File: src/rtl/io_port_pkg.sv
// Shared definitions for the io_port_bank GPIO controller: register selects and default width.
package io_port_pkg;

   localparam int unsigned DEFAULT_WIDTH = 16;

   localparam logic [1:0] REG_OUT  = 2'd0;
   localparam logic [1:0] REG_IN   = 2'd1;
   localparam logic [1:0] REG_MASK = 2'd2;
   localparam logic [1:0] REG_FLAG = 2'd3;

endpackage

File: src/rtl/io_port_channel.sv
// One GPIO port: input synchroniser, OUT/MASK/FLAG registers and its interrupt term.
// Define IO_PORT_DEBOUNCE_EN to add a per-port debounce filter behind the synchroniser.
module io_port_channel
   import io_port_pkg::*;
#(
   parameter int unsigned WIDTH           = DEFAULT_WIDTH,
   parameter int unsigned DEBOUNCE_CYCLES = 4
) (
   input  logic             clk,
   input  logic             rst,
   input  logic [WIDTH-1:0] pins,
   input  logic             wr_out,
   input  logic             wr_mask,
   input  logic             wr_flag,
   input  logic [WIDTH-1:0] wdata,
   output logic [WIDTH-1:0] out_q,
   output logic [WIDTH-1:0] in_q,
   output logic [WIDTH-1:0] mask_q,
   output logic [WIDTH-1:0] flag_q,
   output logic             irq_term_c
);

   if (DEBOUNCE_CYCLES < 2 || DEBOUNCE_CYCLES > 255) begin : g_bad_cfg
      $error("io_port_channel: DEBOUNCE_CYCLES must be in 2..255");
   end

   logic [WIDTH-1:0] sync1;
   logic [WIDTH-1:0] prev_q;
   logic [WIDTH-1:0] clr_c;

`ifdef IO_PORT_DEBOUNCE_EN
   localparam int unsigned CNT_W = $clog2(DEBOUNCE_CYCLES + 1);

   logic [WIDTH-1:0] sync2;
   logic [WIDTH-1:0] cand;
   logic [CNT_W-1:0] cnt;

   // A new candidate counts as its first stable sample; IN loads after DEBOUNCE_CYCLES of them.
   always_ff @(posedge clk or negedge rst) begin
      if (!rst) begin
         sync1 <= '0;
         sync2 <= '0;
         cand  <= '0;
         cnt   <= '0;
         in_q  <= '0;
      end else begin
         sync1 <= pins;
         sync2 <= sync1;
         if (sync2 != cand) begin
            cand <= sync2;
            cnt  <= CNT_W'(1);
         end else if (cnt != CNT_W'(DEBOUNCE_CYCLES)) begin
            cnt <= cnt + CNT_W'(1);
            if (cnt == CNT_W'(DEBOUNCE_CYCLES - 1)) begin
               in_q <= cand;
            end
         end
      end
   end
`else
   // Two-flop synchroniser; the second stage is the IN register.
   always_ff @(posedge clk or negedge rst) begin
      if (!rst) begin
         sync1 <= '0;
         in_q  <= '0;
      end else begin
         sync1 <= pins;
         in_q  <= sync1;
      end
   end
`endif

   assign clr_c      = wr_flag ? wdata : '0;
   assign irq_term_c = |(flag_q & mask_q);

   // Change detection ORs in after the clear so a same-cycle set wins.
   always_ff @(posedge clk or negedge rst) begin
      if (!rst) begin
         out_q  <= '0;
         mask_q <= '0;
         flag_q <= '0;
         prev_q <= '0;
      end else begin
         prev_q <= in_q;
         flag_q <= (flag_q & ~clr_c) | (in_q ^ prev_q);
         if (wr_out) begin
            out_q <= wdata;
         end
         if (wr_mask) begin
            mask_q <= wdata;
         end
      end
   end

endmodule

File: src/rtl/io_port_bank.sv
// Multi-port GPIO controller: address decode, registered read mux and combined irq.
// Build with IO_PORT_DEBOUNCE_EN defined to enable the per-port input debounce filter.
module io_port_bank
   import io_port_pkg::*;
#(
   parameter int unsigned NUM_PORTS       = 2,
   parameter int unsigned WIDTH           = DEFAULT_WIDTH,
   parameter int unsigned ADDR_W          = $clog2(NUM_PORTS) + 2,
   parameter int unsigned DEBOUNCE_CYCLES = 4
) (
   input  logic                       clk,
   input  logic                       rst,
   input  logic [ADDR_W-1:0]          bus_addr,
   input  logic                       bus_wr_en,
   input  logic                       bus_rd_en,
   input  logic [WIDTH-1:0]           bus_wdata,
   output logic [WIDTH-1:0]           bus_rdata,
   output logic                       bus_rvalid,
   input  logic [NUM_PORTS*WIDTH-1:0] port_in,
   output logic [NUM_PORTS*WIDTH-1:0] port_out,
   output logic                       irq
);

   if (NUM_PORTS < 1 || NUM_PORTS > 8) begin : g_bad_ports
      $error("io_port_bank: NUM_PORTS must be in 1..8");
   end

   // A single-port bank has no index bits; pad so the decode stays uniform.
   localparam int unsigned IDX_W = (ADDR_W > 2) ? ADDR_W - 2 : 1;

   logic [IDX_W+1:0]     addr_ext;
   logic [IDX_W-1:0]     port_idx;
   logic [1:0]           reg_sel;
   logic [WIDTH-1:0]     out_v  [NUM_PORTS];
   logic [WIDTH-1:0]     in_v   [NUM_PORTS];
   logic [WIDTH-1:0]     mask_v [NUM_PORTS];
   logic [WIDTH-1:0]     flag_v [NUM_PORTS];
   logic [NUM_PORTS-1:0] irq_terms;
   logic [WIDTH-1:0]     rd_mux_c;

   assign addr_ext = (IDX_W + 2)'(bus_addr);
   assign port_idx = addr_ext[IDX_W+1:2];
   assign reg_sel  = addr_ext[1:0];

   for (genvar p = 0; p < NUM_PORTS; p++) begin : g_port
      logic sel_c;
      assign sel_c = (port_idx == IDX_W'(p));

      io_port_channel #(
         .WIDTH           (WIDTH),
         .DEBOUNCE_CYCLES (DEBOUNCE_CYCLES)
      ) u_channel (
         .clk        (clk),
         .rst        (rst),
         .pins       (port_in[p*WIDTH +: WIDTH]),
         .wr_out     (bus_wr_en && sel_c && (reg_sel == REG_OUT)),
         .wr_mask    (bus_wr_en && sel_c && (reg_sel == REG_MASK)),
         .wr_flag    (bus_wr_en && sel_c && (reg_sel == REG_FLAG)),
         .wdata      (bus_wdata),
         .out_q      (out_v[p]),
         .in_q       (in_v[p]),
         .mask_q     (mask_v[p]),
         .flag_q     (flag_v[p]),
         .irq_term_c (irq_terms[p])
      );

      assign port_out[p*WIDTH +: WIDTH] = out_v[p];
   end

   // Unmatched (out-of-range) indices fall through to zero.
   always_comb begin
      rd_mux_c = '0;
      for (int p = 0; p < NUM_PORTS; p++) begin
         if (port_idx == IDX_W'(p)) begin
            case (reg_sel)
               REG_OUT:  rd_mux_c = out_v[p];
               REG_IN:   rd_mux_c = in_v[p];
               REG_MASK: rd_mux_c = mask_v[p];
               default:  rd_mux_c = flag_v[p];
            endcase
         end
      end
   end

   always_ff @(posedge clk or negedge rst) begin
      if (!rst) begin
         bus_rdata  <= '0;
         bus_rvalid <= 1'b0;
         irq        <= 1'b0;
      end else begin
         bus_rvalid <= bus_rd_en;
         if (bus_rd_en) begin
            bus_rdata <= rd_mux_c;
         end
         irq <= |irq_terms;
      end
   end

endmodule

File: config.mk
export PLATFORM = sky130hd
export DESIGN_NAME = io_port_bank
export DESIGN_NICKNAME = d
export VERILOG_FILES = /design/src/rtl/io_port_pkg.sv /design/src/rtl/io_port_channel.sv /design/src/rtl/io_port_bank.sv
export SDC_FILE = /design/constraint.sdc
export NUM_CORES = 1
export LEC_CHECK = 0
export CAP_MARGIN = 20
export CELL_PAD_IN_SITES_DETAIL_PLACEMENT = 1
export CELL_PAD_IN_SITES_GLOBAL_PLACEMENT = 1
export CORE_MARGIN = 3
export CORE_UTILIZATION = 35
export CTS_CLUSTER_SIZE = 30
export DETAILED_ROUTE_END_ITERATION = 16
export PLACE_DENSITY = 0.64
export SYNTH_ARGS = -nofsm -noshare
export SYNTH_HDL_FRONTEND = slang
export SYNTH_SLANG_ARGS = --single-unit
export TNS_END_PERCENT = 10
File: constraint.sdc
create_clock -name clk -period 1.4 [get_ports clk]
set_clock_uncertainty 0.05 [all_clocks]
set_input_delay 0.28 -clock clk [delete_from_list [all_inputs] [get_ports clk]]
set_output_delay 0.28 -clock clk [all_outputs]
set_load 0.005 [all_outputs]
==> results.yml <==
power_and_ir_drop:
  p_seq_share_pct: 44.8
  p_clk_share_pct: 37.2
  combPwrFrac_pct: 18.0
  swShare_pct: 24.84
  power.total_uw: 16170
  p_leak_uw: 0.004816
  p_int_uw: 12150
  cellPowerDensity_nw_per_um2: 1457
  p_switching_uw: 4017
  peakVddDrop_mv: 0.7499
clock_tree:
  cts_made_buffers: 23
  clk_pin_slew_worst_paths_ps: 60
  cts-root-buf: "clkbuf_16"
  cts_tree: "built"
  clk_latency_ps: 510
  h-tree-depth: 1
  cts_buffer_depth: 3
  cts_sinks: 210
logic_synthesis:
  synth_area_leaders: "dfrtp_1 65%, mux2_2 9.0%, mux4_2 9.0%"
  synthMostInstantiatedCell: "dfrtp_1"
  synth_area_um2: 8049
  synthFlopType: "dfrtp_1"
  postSynthCellCount: 500
  synth_commonest_cells: "210 x dfrtp_1, 64 x mux2_2, 33 x nand2_1"
  synth_top_cell_area_share_pct: 65.29
  synth_edf_count: 0
  async_reset_ff_share_pct: 100.0
  ys_seq_area_share_pct: 65.29
  synth_fp_nets: 555
  ys_ff_latch: 210
  ys_warn_count: 0
  synth.largest_area_cell: "dfrtp_1"
  syn_area_per_cell_um2: 16.10
  synth_cell_types: 23
timing:
  timing.final.crit_share_pct: 109.6
  setup_viol: 16
  max_freq_mhz: 651.6
  hold_violations: 0
  fin_ws_ps: -134.6
  slew_headroom_pct: 72.49
  drv_slew: 0
  min_period_ps: 1535
  rsz0062_at_grt: "yes"
  worst_pin_slew_ps: 412.6
critical_path:
  arrival_ps: 1860
  crit-reg2reg-launch: "g_port[0].u_channel.flag_q[8]$_DFF_PN0_"
  worstPathCellList: "a22oi_2, nand4_1, or4_4"
  critPathKind: "reg2reg"
  slowest_stage: "or4_4"
  crit_required_ps: 1720
  worstSetupEndpointType: "flip-flop"
  start_kind: "flip-flop"
  regToRegSetupSlack_ps: -130
  critPathMaxFanout: 2
  worstReg2RegEnd: "irq$_DFF_PN0_"
  slowest_delay_ps: 540
  rr_worst_depth: 3
floorplanning:
  start_util_pct: 36.21
  die_w_um: 157.6
  die-area_um2: 24850
  rows: 54
  io_pins: 105
  core_region_area_um2: 22230
  die_y_um: 157.6
flow_run:
  maxCapViolCount: 0
global_route:
  antenna_found_initial: 0
  grt_max_degree: 41
  grt_pass1_wl_mm: 34.73
  track_usage_pct: 18.23
  grt_pass1_vias: 5908
  grt.overflow.total: 0
placed_design:
  place_ws_ps: -646.6
  dp_hpwl_mm: 15.01
  routabilityCongestion: 0.7913
  io_buffer_count: 104
worst_hold_path:
  min_from: "port_in[29]"
  hold_class: "in2reg"
  hold_depth: 1
  whs_endpoint: "g_port[1].u_channel.sync1[13]$_DFF_PN0_"
drt:
  drc: 0
  num_vias: 5149
  wl_per_cell_um: 21.55
  firstDrtPassIters: 4
  via_per_inst: 5.014
  antenna_left: 0
  drt_iter0_drc: 245
  drt-total-wl_mm: 22.13
status:
  outcome: "finished, violations left"
  violations: "setup timing"
layout:
  area_growth_pct: 37.87
  final_layout_size_suffix_gt1_share_pct: 44.18
  layout.nets: 788
  n_fill_cell: 2168
  diodes: 0
[through the flow]
stage | instances | setup TNS, ps | instance area [um^2] | hold WS [ps] | utilization (%)
floorplan | 500 | -3923 | 8099 | -65.59 | -
global placement | 948 | -47500 | 10130 | 200.0 | 45.58
detailed placement | 948 | -50840 | 10130 | 200.3 | 45.58
CTS | 1024 | -2797 | 11200 | 144.3 | 50.40
global route | 1027 | -1741 | 11100 | 148.5 | 49.92
finish | 1027 | -777.3 | 11100 | 160.6 | 49.92
[worst max path at each step]
stage                     slack [ps]                                   endpoint  depth (start not counted)                               startpoint
after global routing            -160                              irq$_DFF_PN0_                          3  g_port[0].u_channel.flag_q[8]$_DFF_PN0_
final                           -130                              irq$_DFF_PN0_                          3  g_port[0].u_channel.flag_q[8]$_DFF_PN0_
after floorplan                 -150  g_port[0].u_channel.out_q[10]$_DFFE_PN0P_                          4                              bus_addr[1]
after global placement          -590   g_port[0].u_channel.out_q[3]$_DFFE_PN0P_                          4                                bus_wr_en
after detailed placement        -650   g_port[0].u_channel.out_q[2]$_DFFE_PN0P_                          4                                bus_wr_en
after CTS                       -100                              irq$_DFF_PN0_                          3  g_port[1].u_channel.flag_q[8]$_DFF_PN0_
[what timing repair did]
action                                  4_1_cts  5_1_grt
hold buffers                                  1        0
hold endpoints to repair                     30        0
buffers inserted                             36        3
resized for setup                           146       57
pin swaps                                    14        9
endpoints found under the setup margin       88       85
[critical path: cells and delay by family, from the launching register on]
kind,cells,cell delay (ps)
simple gates,2,680
compound gates,1,240
flops,1,430
[cells in the final DEF (no fill, tap or decap), types with 16 or more instances in the layout]
master,count
dfrtp_1,209
buf_4,90
mux2_2,53
clkdlybuf4s50_1,49
clkbuf_2,39
nand2_1,32
xor2_1,32
a21o_1,32
mux4_2,32
clkbuf_16,23
buf_6,22
nor2_1,16
a21oi_1,16
[cells by family after synthesis]
kind of cell	synth area share, %
flip-flops	65.29
multiplexers	19.90
AO/OA/AOI/OAI	5.472
AND/OR/NAND/NOR	3.871
XOR/XNOR	3.482
buffers and inverters	1.990
[sequential cells by signal, summed over array words and instances (netlist names)]
signal	count
irq	1
g_port.u_channel.in_q	32
g_port.u_channel.prev_q	32
g_port.u_channel.flag_q	32
bus_rvalid	1
g_port.u_channel.mask_q	32
g_port.u_channel.sync1	32
bus_rdata	16
g_port.u_channel.out_q	32
[layout make-up]
| class | instances | area (um^2) | share of cell area (%) |
|---|---|---|---|
| Clock buffer | 32 | 659.4 | 5.942 |
| Clock inverter | 7 | 88.84 | 0.8005 |
| Multi-Input combinational cell | 268 | 2748 | 24.76 |
| Sequential cell | 210 | 5256 | 47.37 |
| Tap cell | 280 | 350.3 | 3.157 |
| Timing Repair Buffer | 230 | 1994 | 17.97 |
[power groups by stage]
stage / registers (uW) / logic [uW] / clock network (uW)
5_1_grt: 7330 / 3150 / 6450
4_1_cts: 7240 / 2980 / 6180
3_5_place_dp: 7360 / 2690 / 0
6_report: 7250 / 2910 / 6020
3_3_place_gp: 7330 / 2610 / 0
2_1_floorplan: 7200 / 1080 / 0
[per-layer routing]
layer	share of wire, %	vias up	GRT usage, %	wire length, um
met5	0	-	0	0
met4	2.3	0	4.339	510
met3	3.3	43	2.734	731
met2	50	103	31.28	11100
met1	44	2742	24.61	9792
li1	-	2261	-	-
Power figures use the tool's default switching activity.
